==> config.mk <==
export PLATFORM = sky130hd
export DESIGN_NAME = lcd_port_writer
export DESIGN_NICKNAME = d
export VERILOG_FILES = /design/src/rtl/lcd_port_writer_pkg.sv /design/src/rtl/lcd_port_writer_cmd_fifo.sv /design/src/rtl/lcd_port_writer.sv
export SDC_FILE = /design/constraint.sdc
export NUM_CORES = 1
export LEC_CHECK = 0
export CORE_AREA = 2 2 119 86
export CTS_CLUSTER_DIAMETER = 150
export CTS_CLUSTER_SIZE = 40
export DETAILED_ROUTE_END_ITERATION = 8
export DIE_AREA = 0 0 121 88
export PLACE_DENSITY = 0.78
export SETUP_SLACK_MARGIN = 0.2
export SLEW_MARGIN = 20
export SYNTH_ARGS = -nofsm -noshare
export SYNTH_HDL_FRONTEND = slang
export SYNTH_HIERARCHICAL = 1
export SYNTH_SLANG_ARGS = --single-unit
==> constraint.sdc <==
create_clock -name clk -period 7.83 [get_ports clk]
set_clock_uncertainty 0.05 [all_clocks]
set_input_delay 1.1745 -clock clk [delete_from_list [all_inputs] [get_ports clk]]
set_output_delay 1.1745 -clock clk [all_outputs]
set_load 0.01 [all_outputs]
==> src/rtl/lcd_port_writer_pkg.sv <==
// Shared port addresses, timing defaults, FSM encoding and payload types for the
// KCPSM3 character-LCD port writer.
package lcd_port_writer_pkg;

  localparam logic [7:0] CMD_PORT    = 8'h01;
  localparam logic [7:0] DATA_PORT   = 8'h02;
  localparam logic [7:0] STATUS_PORT = 8'h03;

  localparam int unsigned T_PWR_DEF   = 750000;
  localparam int unsigned T_INIT1_DEF = 205000;
  localparam int unsigned T_INIT2_DEF = 5000;
  localparam int unsigned T_SU_DEF    = 2;
  localparam int unsigned T_EH_DEF    = 12;
  localparam int unsigned T_NIB_DEF   = 50;
  localparam int unsigned T_CMD_DEF   = 2000;
  localparam int unsigned T_CLR_DEF   = 82000;

  localparam int unsigned FIFO_DEPTH = 4;
  localparam int unsigned CNT_W_MIN  = 18;

  typedef enum logic [3:0] {
    ST_PWR_WAIT   = 4'd0,
    ST_INIT_SETUP = 4'd1,
    ST_INIT_EH    = 4'd2,
    ST_INIT_WAIT  = 4'd3,
    ST_IDLE       = 4'd4,
    ST_SETUP_H    = 4'd5,
    ST_EH_H       = 4'd6,
    ST_GAP        = 4'd7,
    ST_SETUP_L    = 4'd8,
    ST_EH_L       = 4'd9,
    ST_WAIT       = 4'd10
  } lcd_state_e;

  typedef struct packed {
    logic       rs;
    logic [7:0] data;
  } lcd_entry_t;

  function automatic int unsigned max2(input int unsigned a, input int unsigned b);
    return (a > b) ? a : b;
  endfunction

  // Power-on nibble sequence is 3,3,3,2 (switch to 4-bit mode on the last one).
  function automatic logic [3:0] init_nibble(input logic [1:0] idx);
    return (idx == 2'd3) ? 4'h2 : 4'h3;
  endfunction

  // Clear display / return home need the long post-command wait.
  function automatic logic is_slow_cmd(input lcd_entry_t e);
    return !e.rs && ((e.data == 8'h01) || (e.data == 8'h02));
  endfunction

endpackage

==> src/rtl/lcd_port_writer_cmd_fifo.sv <==
// 4-deep synchronous FIFO of LCD bytes; a push alongside a pop is accepted even when full.
module lcd_port_writer_cmd_fifo
  import lcd_port_writer_pkg::*;
(
  input  logic       clk,
  input  logic       reset_n,
  input  logic       push_i,
  input  lcd_entry_t wdata_i,
  input  logic       pop_i,
  output lcd_entry_t rdata_o,
  output logic       full_o,
  output logic       empty_o
);

  localparam int unsigned PTR_W = 2;
  localparam int unsigned CNT_W = 3;
  localparam logic [CNT_W-1:0] FULL_CNT = CNT_W'(FIFO_DEPTH);

  lcd_entry_t       mem_q [FIFO_DEPTH];
  logic [PTR_W-1:0] wr_ptr_q;
  logic [PTR_W-1:0] rd_ptr_q;
  logic [CNT_W-1:0] count_q;
  logic [CNT_W-1:0] count_d;
  logic             full_q;
  logic             empty_q;
  logic             do_push;
  logic             do_pop;

  assign do_pop  = pop_i && !empty_q;
  assign do_push = push_i && (!full_q || do_pop);

  always_comb begin
    count_d = count_q;
    if (do_push && !do_pop) begin
      count_d = count_q + 1'b1;
    end else if (do_pop && !do_push) begin
      count_d = count_q - 1'b1;
    end
  end

  always_ff @(posedge clk or negedge reset_n) begin
    if (!reset_n) begin
      wr_ptr_q <= '0;
      rd_ptr_q <= '0;
      count_q  <= '0;
      full_q   <= 1'b0;
      empty_q  <= 1'b1;
    end else begin
      if (do_push) wr_ptr_q <= wr_ptr_q + 1'b1;
      if (do_pop)  rd_ptr_q <= rd_ptr_q + 1'b1;
      count_q <= count_d;
      full_q  <= (count_d == FULL_CNT);
      empty_q <= (count_d == '0);
    end
  end

  always_ff @(posedge clk) begin
    if (do_push) mem_q[wr_ptr_q] <= wdata_i;
  end

  assign rdata_o = mem_q[rd_ptr_q];
  assign full_o  = full_q;
  assign empty_o = empty_q;

endmodule

==> src/rtl/lcd_port_writer.sv <==
// KCPSM3 output-port peripheral for an HD44780 LCD on a 4-bit write-only bus:
// port decode, status register, init/byte FSM and the shared delay counter.
module lcd_port_writer
  import lcd_port_writer_pkg::*;
#(
  parameter int unsigned T_PWR   = T_PWR_DEF,
  parameter int unsigned T_INIT1 = T_INIT1_DEF,
  parameter int unsigned T_INIT2 = T_INIT2_DEF,
  parameter int unsigned T_SU    = T_SU_DEF,
  parameter int unsigned T_EH    = T_EH_DEF,
  parameter int unsigned T_NIB   = T_NIB_DEF,
  parameter int unsigned T_CMD   = T_CMD_DEF,
  parameter int unsigned T_CLR   = T_CLR_DEF
) (
  input  logic       clk,
  input  logic       reset_n,
  input  logic [7:0] port_id,
  input  logic       write_strobe,
  input  logic [7:0] out_port,
  input  logic       read_strobe,
  output logic [7:0] in_port,
  output logic [3:0] lcd_d,
  output logic       lcd_e,
  output logic       lcd_rs,
  output logic       lcd_rw,
  output logic       busy
);

  localparam int unsigned T_MAX = max2(max2(max2(T_PWR, T_INIT1), max2(T_INIT2, T_CLR)),
                                       max2(max2(T_CMD, T_NIB), max2(T_SU, T_EH)));
  localparam int unsigned CNT_W = max2($clog2(T_MAX + 1), CNT_W_MIN);

  // A state loaded with dly(t) lasts exactly t cycles.
  function automatic logic [CNT_W-1:0] dly(input int unsigned t);
    return CNT_W'(t - 1);
  endfunction

  lcd_state_e       state_q, state_d;
  logic [CNT_W-1:0] cnt_q, cnt_d;
  logic [1:0]       init_idx_q, init_idx_d;
  lcd_entry_t       entry_q, entry_d;
  logic [3:0]       nib_q, nib_d;
  logic             rs_q, rs_d;
  logic             e_q, e_d;
  logic             busy_q, busy_d;
  logic             ovf_q, ovf_d;
  logic [7:0]       in_port_q, in_port_d;

  logic       tmo;
  logic       status_sel;
  logic       push_req;
  logic       pop_req;
  logic       fifo_full;
  logic       fifo_empty;
  lcd_entry_t fifo_wdata;
  lcd_entry_t fifo_rdata;

  assign status_sel = (port_id == STATUS_PORT);
  assign push_req   = write_strobe && ((port_id == CMD_PORT) || (port_id == DATA_PORT));
  assign fifo_wdata = '{rs: (port_id == DATA_PORT), data: out_port};

  lcd_port_writer_cmd_fifo u_fifo (
    .clk     (clk),
    .reset_n (reset_n),
    .push_i  (push_req),
    .wdata_i (fifo_wdata),
    .pop_i   (pop_req),
    .rdata_o (fifo_rdata),
    .full_o  (fifo_full),
    .empty_o (fifo_empty)
  );

  // Sticky overflow: a dropped push beats a same-cycle status-read clear.
  always_comb begin
    ovf_d = ovf_q;
    if (push_req && fifo_full && !pop_req) begin
      ovf_d = 1'b1;
    end else if (read_strobe && status_sel) begin
      ovf_d = 1'b0;
    end
    in_port_d = status_sel ? {5'b0, ovf_q, fifo_full, busy_q} : 8'h00;
  end

  always_comb begin
    state_d    = state_q;
    cnt_d      = cnt_q;
    init_idx_d = init_idx_q;
    entry_d    = entry_q;
    nib_d      = nib_q;
    rs_d       = rs_q;
    pop_req    = 1'b0;
    tmo        = (cnt_q == '0);

    unique case (state_q)
      ST_PWR_WAIT:   if (tmo) state_d = ST_INIT_SETUP;
      ST_INIT_SETUP: if (tmo) state_d = ST_INIT_EH;
      ST_INIT_EH:    if (tmo) state_d = ST_INIT_WAIT;
      ST_INIT_WAIT: begin
        if (tmo) begin
          if (init_idx_q == 2'd3) begin
            state_d = ST_IDLE;
          end else begin
            init_idx_d = init_idx_q + 2'd1;
            state_d    = ST_INIT_SETUP;
          end
        end
      end
      ST_IDLE: begin
        if (!fifo_empty) begin
          pop_req = 1'b1;
          entry_d = fifo_rdata;
          state_d = ST_SETUP_H;
        end
      end
      ST_SETUP_H: if (tmo) state_d = ST_EH_H;
      ST_EH_H:    if (tmo) state_d = ST_GAP;
      ST_GAP:     if (tmo) state_d = ST_SETUP_L;
      ST_SETUP_L: if (tmo) state_d = ST_EH_L;
      ST_EH_L:    if (tmo) state_d = ST_WAIT;
      ST_WAIT:    if (tmo) state_d = ST_IDLE;
      default:    state_d = ST_PWR_WAIT;
    endcase

    // Counter reload and bus setup happen on state entry only.
    if (state_d != state_q) begin
      unique case (state_d)
        ST_PWR_WAIT: cnt_d = dly(T_PWR);
        ST_INIT_SETUP: begin
          nib_d = init_nibble(init_idx_d);
          rs_d  = 1'b0;
          cnt_d = dly(T_SU);
        end
        ST_SETUP_H: begin
          nib_d = entry_d.data[7:4];
          rs_d  = entry_d.rs;
          cnt_d = dly(T_SU);
        end
        ST_SETUP_L: begin
          nib_d = entry_q.data[3:0];
          cnt_d = dly(T_SU);
        end
        ST_INIT_EH, ST_EH_H, ST_EH_L: cnt_d = dly(T_EH);
        ST_GAP: cnt_d = dly(T_NIB);
        ST_INIT_WAIT: cnt_d = (init_idx_q == 2'd0) ? dly(T_INIT1) :
                              (init_idx_q == 2'd1) ? dly(T_INIT2) : dly(T_CMD);
        ST_WAIT: cnt_d = is_slow_cmd(entry_q) ? dly(T_CLR) : dly(T_CMD);
        default: cnt_d = '0;
      endcase
    end else if (!tmo) begin
      cnt_d = cnt_q - 1'b1;
    end

    e_d = (state_d == ST_INIT_EH) || (state_d == ST_EH_H) || (state_d == ST_EH_L);
    // No pop can coincide with state_d==IDLE, so a pending push alone keeps busy high.
    busy_d = (state_d != ST_IDLE) || !fifo_empty || push_req;
  end

  always_ff @(posedge clk or negedge reset_n) begin
    if (!reset_n) begin
      state_q    <= ST_PWR_WAIT;
      cnt_q      <= dly(T_PWR);
      init_idx_q <= 2'd0;
      entry_q    <= '0;
      nib_q      <= 4'h0;
      rs_q       <= 1'b0;
      e_q        <= 1'b0;
      busy_q     <= 1'b1;
      ovf_q      <= 1'b0;
      in_port_q  <= 8'h00;
    end else begin
      state_q    <= state_d;
      cnt_q      <= cnt_d;
      init_idx_q <= init_idx_d;
      entry_q    <= entry_d;
      nib_q      <= nib_d;
      rs_q       <= rs_d;
      e_q        <= e_d;
      busy_q     <= busy_d;
      ovf_q      <= ovf_d;
      in_port_q  <= in_port_d;
    end
  end

  assign in_port = in_port_q;
  assign lcd_d   = nib_q;
  assign lcd_e   = e_q;
  assign lcd_rs  = rs_q;
  assign lcd_rw  = 1'b0;
  assign busy    = busy_q;

endmodule

==> run summary, run 1 <==
Yosys cell types - 72
Syn-to-layout area delta - 13.3%
end point of the critical path - u_fifo/mem_q[0][8]
io pins - 36
CTS sink cnt - 91
synthesis-stage register bit count - 91
post-synth top area share - 0.232
RePlAce Congestion - 0.842
MaxCap Viol Count - 0
worst min path class - flip-flop to flip-flop
Crit path max-delay family - simple AND/OR/NAND/NOR gates
die area - 10600 sq um
hpwl dp - 6.89 mm
grt total ovfl - 0
CP Depth - 6
All-Layer GR Usage - 0.197
final antenna-violating net count - 0
CP endpoint kind - flip-flop
cts repair resizes - 0
FF-to-FF Start - cnt_q[0]
vias in the first global route - 3054
Reg clk slew, reported paths - 70 ps
static leakage - 0.00199 uW
top cells by area, synth - edfxtp_1 (23%), dfrtp_1 (22%), dfstp_2 (8.5%), mux4_2 (4.4%), nand2_1 (3.6%)
Clock Tree Buf Depth - 2
status - finished, final reports clean
flop-to-flop setup slack - 4290 ps
CTS root buf - clkbuf_16
Max Slew Vio Count - 0
sequential area share after synthesis - 0.532
endpoints failing hold - 0
Sequential Area - 2480 sq um
Top FF cell, synth - dfrtp_1
Fin Setup TNS - 0 ps
wire length per cell - 17.2 um
die height - 88 um
layout cells sized above 1 - 0.153
Placeable Area - 9500 sq um
global-route wire length before repair - 15.9 mm
worst slew pin tran - 1030 ps
min Tclk post-route - 3570 ps
syn avg cell area - 11.5 sq um
final setup vio count - 0
cell taking the most area after synthesis - edfxtp_1
Buffers & Inverters on Critical Path - 1
DR vias - 3136
# nets final - 453
R2R Path End - cnt_q[8]
FFs w/ async S/R, synth - 0.604
mapped cell area - 4650 sq um
PortBufs - 29
Worst EP arrival - 3510 ps
post-synthesis instance total - 403
logic gate share of total power - 0.034
synth warn - 6
initial antenna violation count - 0
Max H-tree Level - 3
fin cells - 559
period utilisation layout - 0.456
Clock Power Share - 0.436
critical path, cell by cell - clkdlybuf4s50_1 > or4_1 > nor3_1 > and3_1 > a21boi_1 > and2_1
residual DRC count - 0
Slew HR - 0.311
number of fill cells - 808
peak supply drop - 110 uV
highest clock rate - 280 MHz
EDFF count, synth - 36
Die W - 121 um
startpoint of the worst hold path - busy
Sw Share - 0.229
Seq pwr share - 0.530
RSZ-0062 raised after global routing - no
Final Core Density - 0.555
TritonRoute pass-1 iters - 4
Critical Path Slowest Stage Cell - or4_1
max incr delay on CP - 500 ps
overall routed net length - 9.60 mm
cell-internal power - 739 uW
largest net degree at the start of global routing - 56
CTS tree - yes
initial DRC count - 208
antenna cells - 0
worst endpoint required time - 7780 ps
reg2reg path depth - 9
most common cell after layout, fill and taps aside - nand2_1
post-DR vias/cell - 5.61
Net Sw Power - 220 uW
most frequent cells in the layout - nand2_1 (45), dfrtp_1 (40), edfxtp_1 (36)
Crit. Startpoint - port_id[5]
CP max FO - 9
CTS Buf Count - 9
initial core utilization - 0.490
row count - 30
critical path startpoint category - input pin
multi-input logic area - 1980 sq um
CP Class - input pin to flip-flop
post-CTS setup buffers - 0
Cell Pwr Density - 182 nW/um^2
clk_lat worst skew - 340 ps
placed instance count - 542
Hold Buf Count CTS - 0
==> area by class of cell <==
class                      count  share of cell area
timing repair buffer          31              0.0570
clock buffer                  10              0.0435
multi-input combinational    275               0.376
sequential                    91               0.470
clock inverter                 6              0.0102
tap                          128              0.0304
inverter                      18              0.0128
==> power groups by stage <==
stage	logic (uW)	registers, uW	clock network, uW
after CTS	33.9	508	427
after global routing	37.7	509	445
after global placement	32.0	517	0
final	32.9	508	418
after detailed placement	33.9	517	0
after floorplan	15.2	516	0
==> worst min path at each step <==
stage          cells after the start          to
4_1_cts                            2  in_port[0]
3_3_place_gp                       2  entry_q[8]
3_5_place_dp                       2  in_port[0]
5_1_grt                            2  in_port[0]
2_1_floorplan                      2  entry_q[8]
6_report                           2  in_port[0]
==> tightest hold or removal path, cell delays in order (launching register included) <==
cell     delay [ps]
dfstp_2         370
inv_1            40
nor2_1           30
==> metal layers <==
metal,part of all wire,GRT usage
met1,0.52,0.309
met2,0.42,0.267
met3,0.042,0.0456
met4,0.013,0.0655
met5,0,0
==> synth_stat cells, types with 2 or more instances <==
master / n
o221ai_1: 4
a21o_1: 2
nor3_2: 2
inv_1: 17
buf_4: 7
o22ai_1: 12
nand4b_1: 2
xnor2_1: 14
nand4_1: 3
edfxtp_1: 36
nor2b_1: 5
buf_2: 5
o21ai_0: 9
xor2_1: 8
ha_1: 7
dfstp_2: 15
nor4b_1: 2
a31oi_1: 4
nand3b_1: 2
nor3b_2: 2
a21oi_1: 20
nor4_1: 4
a211oi_1: 2
dfrtp_1: 40
mux2i_1: 3
nand2b_1: 5
nor2_1: 28
nor4_4: 3
o2bb2ai_1: 2
nor3b_1: 2
buf_6: 3
nor3_1: 14
mux4_2: 9
nand2_1: 45
and3_1: 5
clkbuf_1: 9
o21a_1: 2
and2_1: 10
nand3_1: 6
==> kinds of logic after synthesis <==
logic type | after synthesis | share of synthesized area
xor gates and xnor gates | 22 | 0.0414
adders and majority gates | 7 | 0.0188
muxes | 15 | 0.0605
and+or+nand+nor | 150 | 0.186
DFF | 91 | 0.532
AOI/OAI and AO/OA | 75 | 0.115
buffers and inverters | 42 | 0.0457
other | 1 | 0.000806
==> through the flow <==
stage	hold slack, ps	area, sq um	power (uW)	setup slack (ps)
after floorplan	397	4670	531	4590
after global routing	474	5270	992	4060
after CTS	438	5260	969	4230
after detailed placement	428	4980	551	3870
after global placement	412	4980	549	3960
final	432	5270	959	4260
==> state kept, by name, indices dropped and copies added (netlist names), 2 cells and up <==
name,count
u_fifo/mem_q,36
cnt_q,20
entry_q,9
lcd_d,4
state_q,4
in_port,3
u_fifo/count_q,3
init_idx_q,2
u_fifo/rd_ptr_q,2
u_fifo/wr_ptr_q,2
(Power assumes the default switching activity.)
==> inputs of run 2 (changes only) <==
--- a/config.mk
+++ b/config.mk
@@ -10,7 +10,7 @@
 export CTS_CLUSTER_SIZE = 40
 export DETAILED_ROUTE_END_ITERATION = 8
 export DIE_AREA = 0 0 121 88
-export PLACE_DENSITY = 0.78
+export PLACE_DENSITY = 0.81
 export SETUP_SLACK_MARGIN = 0.2
 export SLEW_MARGIN = 20
 export SYNTH_ARGS = -nofsm -noshare
==> constraint.sdc (replaced) <==
create_clock -name clk -period 3 [get_ports clk]
set_clock_uncertainty 0.05 [all_clocks]
set_input_delay 0.45 -clock clk [delete_from_list [all_inputs] [get_ports clk]]
set_output_delay 0.45 -clock clk [all_outputs]
set_load 0.01 [all_outputs]
==> run 2 against run 1 <==
Die area unchanged. Non-clock buffer count increased by 21. Via count increased by 5.9%. First-iteration DRC count increased by 66%. Routed wire length increased by 9.3%. Design area increased by 4.2%. Sequential power increased to 2.6 times the previous value.
==> run summary, run 2 (synthesis results as in run 1) <==
status - finished, final reports clean
Biggest register - u_fifo/mem_q
Cell Pwr Density - 466 nW/um^2
vias in the first global route - 3217
die area - 10600 sq um
hold slack - 70.7 ps
min Tclk post-route - 2690 ps
post-DR vias/cell - 5.73
flop-to-flop setup slack - 310 ps
endpoints failing hold - 0
CTS root buf - clkbuf_16
Placeable Area - 9500 sq um
RePlAce Congestion - 0.921
Syn-to-layout area delta - 18.0%
initial antenna violation count - 0
wire length per cell - 18.1 um
worst endpoint required time - 3180 ps
largest net degree at the start of global routing - 29
Clock Tree Buf Depth - 2
Final Core Density - 0.578
worst min path class - input pin to async pin
FF-to-FF Start - cnt_q[1]
final worst slack - 305 ps
overall routed net length - 10.5 mm
reg2reg path depth - 10
die height - 88 um
Buffers & Inverters on Critical Path - 2
Crit path max-delay family - multiplexers
Max Slew Vio Count - 0
grt total ovfl - 0
final antenna-violating net count - 0
CTS sink cnt - 91
largest registers - u_fifo/mem_q x36, cnt_q x20, entry_q x9
Reg clk slew, reported paths - 70 ps
DR vias - 3321
max reg flops - 36
Die W - 121 um
most common cell after layout, fill and taps aside - nand2_1
# nets final - 474
Total Power - 2560 uW
R2R Path End - lcd_d[1]
hpwl dp - 7.69 mm
Place WS - 37.8 ps
critical path, cell by cell - inv_1 > ha_4 > nor4b_4 > and4_4 > nand2_8 > mux2i_4 > inv_2 > and3_1 > a2111o_1 > mux2_4
CP Class - flip-flop to flip-flop
worst slew pin tran - 638 ps
clk_lat worst skew - 350 ps
CTS Buf Count - 9
initial core utilization - 0.490
period utilisation layout - 0.898
most frequent cells in the layout - nand2_1 (44), dfrtp_1 (40), edfxtp_1 (36)
All-Layer GR Usage - 0.216
static leakage - 0.00212 uW
CP endpoint kind - flip-flop
initial DRC count - 345
row count - 30
global-route wire length before repair - 17.3 mm
max incr delay on CP - 540 ps
antenna cells - 0
io pins - 36
CP max FO - 9
number of fill cells - 757
RSZ-0062 raised after global routing - no
Fin Setup TNS - 0 ps
critical path startpoint category - flip-flop
Hold Buf Count CTS - 0
Sequential Area - 2480 sq um
multi-input logic area - 2010 sq um
Worst EP arrival - 2880 ps
Slew HR - 0.575
layout cells sized above 1 - 0.215
Max H-tree Level - 3
TritonRoute pass-1 iters - 4
PortBufs - 29
MaxCap Viol Count - 0
highest clock rate - 371 MHz
final setup vio count - 0
Critical Path Slowest Stage Cell - dfstp_2
CTS tree - yes
peak supply drop - 274 uV
residual DRC count - 0
==> run 2: routing by layer <==
metal  vias to the layer above  GRT usage  wire [um]
li1                       1541          -          -
met4                         0     0.0655        130
met1                      1658      0.321       5160
met3                        12     0.0540        646
met5                         -          0          0
met2                       110      0.313       4560
==> run 2: layout make-up <==
cell class,instances,area share
clock buffer,9,0.0410
clock inverter,7,0.0157
inverter,18,0.0123
multi-input combinational,275,0.367
sequential,91,0.451
tap,128,0.0292
timing repair buffer,52,0.0834
==> run 2: through the flow <==
| step | cells | area, sq um |
|---|---|---|
| after global placement | 559 | 5100 |
| after floorplan | 408 | 4670 |
| after detailed placement | 559 | 5100 |
| after global routing | 580 | 5490 |
| after CTS | 577 | 5430 |
| final | 580 | 5490 |
==> run 2: power breakdown <==
part	internal, uW	leakage [uW]	switching, uW
logic	39.6	0.000948	49.2
clock network	596	0.000151	546
registers	1310	0.00102	18.9
total	1950	0.00212	614
==> run 2: how the worst max path moves through the flow <==
stage / start / to / cells after the start
after global routing: cnt_q[1] / cnt_q[8] / 11
after detailed placement: cnt_q[0] / cnt_q[13] / 10
after CTS: cnt_q[0] / lcd_d[1] / 10
after global placement: port_id[5] / u_fifo/mem_q[1][4] / 6
after floorplan: state_q[2] / u_fifo/mem_q[0][0] / 10
final: cnt_q[1] / lcd_d[1] / 10
==> run 2: what timing repair did <==
item,in CTS,in global routing
hold endpoints to repair,0,0
buffers inserted,2,2
cloned,0,0
pin swaps,1,5
setup endpoints to repair,11,54
resized for setup,2,10
==> inputs of run 3 (changes only) <==
--- a/config.mk
+++ b/config.mk
@@ -5,12 +5,13 @@
 export SDC_FILE = /design/constraint.sdc
 export NUM_CORES = 1
 export LEC_CHECK = 0
-export CORE_AREA = 2 2 119 86
+export ABC_AREA = 1
+export CORE_AREA = 2 2 122 88
 export CTS_CLUSTER_DIAMETER = 150
 export CTS_CLUSTER_SIZE = 40
 export DETAILED_ROUTE_END_ITERATION = 8
-export DIE_AREA = 0 0 121 88
-export PLACE_DENSITY = 0.81
+export DIE_AREA = 0 0 124 90
+export PLACE_DENSITY = 0.8
 export SETUP_SLACK_MARGIN = 0.2
 export SLEW_MARGIN = 20
 export SYNTH_ARGS = -nofsm -noshare
==> run 3 against run 2 <==
Final cell count increased by 28%. Register-to-register slack better by 100 ps. Power grew 0.38%. Sequential share of layout area decreased by 1.9 points. Worst hold slack improved by 14 ps. Clock power hardly changed. Critical path depth up 6. Synthesized area increased by 5.4%. Critical path type unchanged.
==> run summary, run 3 <==
status - finished, final reports clean
largest net degree at the start of global routing - 30
Buffers & Inverters on Critical Path - 4
CP endpoint kind - flip-flop
Crit path max-delay family - simple AND/OR/NAND/NOR gates
FFs w/ async S/R, synth - 0.604
Syn-to-layout area delta - 16.8%
static leakage - 0.00254 uW
CTS Buf Count - 9
Sw Share - 0.219
CTS sink cnt - 91
TritonRoute pass-1 iters - 7
final instance area - 5730 sq um
residual DRC count - 0
Fin Setup TNS - 0 ps
die height - 90 um
global-route wire length before repair - 18.4 mm
worst endpoint required time - 3230 ps
synth cell count leaders - nand2_1 (115), nor2_1 (72), inv_1 (60)
top cells by area, synth - edfxtp_1 (22%), dfrtp_1 (20%), nand2_1 (8.8%), dfstp_2 (8.0%), nor2_1 (5.5%)
final antenna-violating net count - 0
logic gate share of total power - 0.043
worst min path class - input pin to async pin
Yosys cell types - 49
period utilisation layout - 0.863
vias in the first global route - 3800
Die W - 124 um
Net Sw Power - 564 uW
All-Layer GR Usage - 0.214
DR vias - 4021
mux contribution to synthesized area - 0.00460
CP Class - flip-flop to flip-flop
clk_lat worst skew - 350 ps
flop-to-flop setup slack - 410 ps
die area - 11200 sq um
cell taking the most area after synthesis - edfxtp_1
initial antenna violation count - 0
synthesis-stage register bit count - 91
critical path, cell by cell - inv_1 > ha_1 > nand2_4 > nor2_8 > nand3_4 > a21oi_2 > nand2_1 > nand2_2 > inv_2 > nand2_1 > nand3_4 > nor2_8 > inv_6 > buf_4 > a21oi_1 > nor2_1
post-synth top area share - 0.221
final setup vio count - 0
Synth Area in Compound Gates - 0.103
Seq pwr share - 0.513
area share of fa/ha/maj cells after synthesis - 0.0179
initial core utilization - 0.486
Slew HR - 0.551
Clock Power Share - 0.444
highest clock rate - 386 MHz
RePlAce Congestion - 0.916
Clock Tree Buf Depth - 2
worst slew pin tran - 673 ps
Placeable Area - 10100 sq um
Critical Path Slowest Stage Cell - dfstp_2
CTS root buf - clkbuf_16
largest family of logic cells by synthesized area - simple AND/OR/NAND/NOR gates
EDFF count, synth - 36
max incr delay on CP - 390 ps
wire length per cell - 15.3 um
largest registers - u_fifo/mem_q x36, cnt_q x20, entry_q x9
peak supply drop - 252 uV
MaxCap Viol Count - 0
most common cell after layout, fill and taps aside - nand2_1
endpoints failing hold - 0
row count - 31
Top FF cell, synth - dfrtp_1
antenna cells - 0
most frequent cells in the layout - nand2_1 (115), nor2_1 (70), inv_1 (60)
Biggest register - u_fifo/mem_q
grt total ovfl - 0
Post-Synth Simple-Gate Area - 0.255
mapped cell area - 4900 sq um
post-synthesis instance total - 561
CTS tree - yes
overall routed net length - 11.4 mm
post-DR vias/cell - 5.41
cell-internal power - 2000 uW
placed inst area - 5330 sq um
Max H-tree Level - 3
Post-Synth XOR/XNOR Area - 0.0304
initial DRC count - 538
# nets final - 633
critical path startpoint category - flip-flop
Max Slew Vio Count - 0
sequential area share after synthesis - 0.505
PortBufs - 29
CP max FO - 10
Cell Pwr Density - 449 nW/um^2
Reg clk slew, reported paths - 70 ps
layout cells sized above 1 - 0.169
syn avg cell area - 8.74 sq um
count leader, synth - nand2_1
max reg flops - 36
RSZ-0062 raised after global routing - no
min Tclk post-route - 2590 ps
io pins - 36
hpwl dp - 7.89 mm
synth warn - 6
Worst EP arrival - 2820 ps
==> run 3: worst paths after layout <==
kind / cells after the start / end / start
worst max-delay path: 16 / cnt_q[2] / cnt_q[0]
worst min register to register: 2 / lcd_d[0] / lcd_d[0]
worst min-delay path: 1 / cnt_q[9] / reset_n
min in group clk: 2 / lcd_d[0] / lcd_d[0]
max in group asynchronous: 2 / cnt_q[14] / reset_n
worst max register to register: 16 / cnt_q[2] / cnt_q[0]
==> run 3: power by group through the flow <==
stage               registers, uW  clock network (uW)  logic, uW
detailed placement           1340                   0        111
finish                       1320                1140        110
global route                 1320                1210        126
CTS                          1320                1160        112
floorplan                    1340                   0       60.5
global placement             1340                   0        106
==> run 3: cell families (layout without fill, tap and decap cells) <==
| kind of cell | Yosys count | after routing |
|---|---|---|
| buf+inv | 91 | 134 |
| xor+xnor | 17 | 17 |
| fa+ha+maj | 7 | 7 |
| other cells | 1 | 6 |
| simple gates | 261 | 263 |
| mux | 2 | 2 |
| compound gates | 91 | 91 |
| flops | 91 | 91 |
==> run 3: what timing repair did <==
action / in CTS / in global routing
setup buffers: 2 / 1
setup endpoints to repair: 9 / 23
pin swaps: 2 / 1
gates resized for setup: 0 / 7
hold buffers: 0 / 0
cloned: 1 / 1
==> run 3: worst reg2reg max path: stages (launching register included) <==
cell and delay, ps:
dfstp_2 390, inv_1 80, ha_1 230, nand2_4 100, nor2_8 240, nand3_4 170
a21oi_2 160, nand2_1 70, nand2_2 120, inv_2 60, nand2_1 90, nand3_4 130
nor2_8 190, inv_6 60, buf_4 170, a21oi_1 140, nor2_1 50
==> run 3: stage by stage <==
| step | util | hold WS (ps) | worst slack [ps] | instances | power [uW] |
|---|---|---|---|---|---|
| floorplan | - | 104 | 223 | 566 | 1400 |
| global placement | 0.529 | 420 | 230 | 722 | 1450 |
| detailed placement | 0.529 | 422 | 141 | 722 | 1450 |
| CTS | 0.561 | 96.5 | 211 | 741 | 2590 |
| global route | 0.568 | 136 | 198 | 743 | 2650 |
| finish | 0.568 | 84.6 | 410 | 743 | 2570 |
==> run 3: routing by layer <==
| metal | wire length [um] | vias to the layer above | global-route usage |
|---|---|---|---|
| li1 | - | 1927 | - |
| met1 | 5030 | 1896 | 0.302 |
| met2 | 5200 | 174 | 0.328 |
| met3 | 910 | 24 | 0.0476 |
| met4 | 218 | 0 | 0.0674 |
| met5 | 0 | - | 0 |
==> run 3: final cells by class <==
class	count	area [sq um]
flip-flops and latches	91	2480
fillers	861	4360
repair buffers	43	403
clock buffers	9	225
well taps	132	165
multi-input cells	386	2090
inverters	75	287
clock inverters	7	77.6
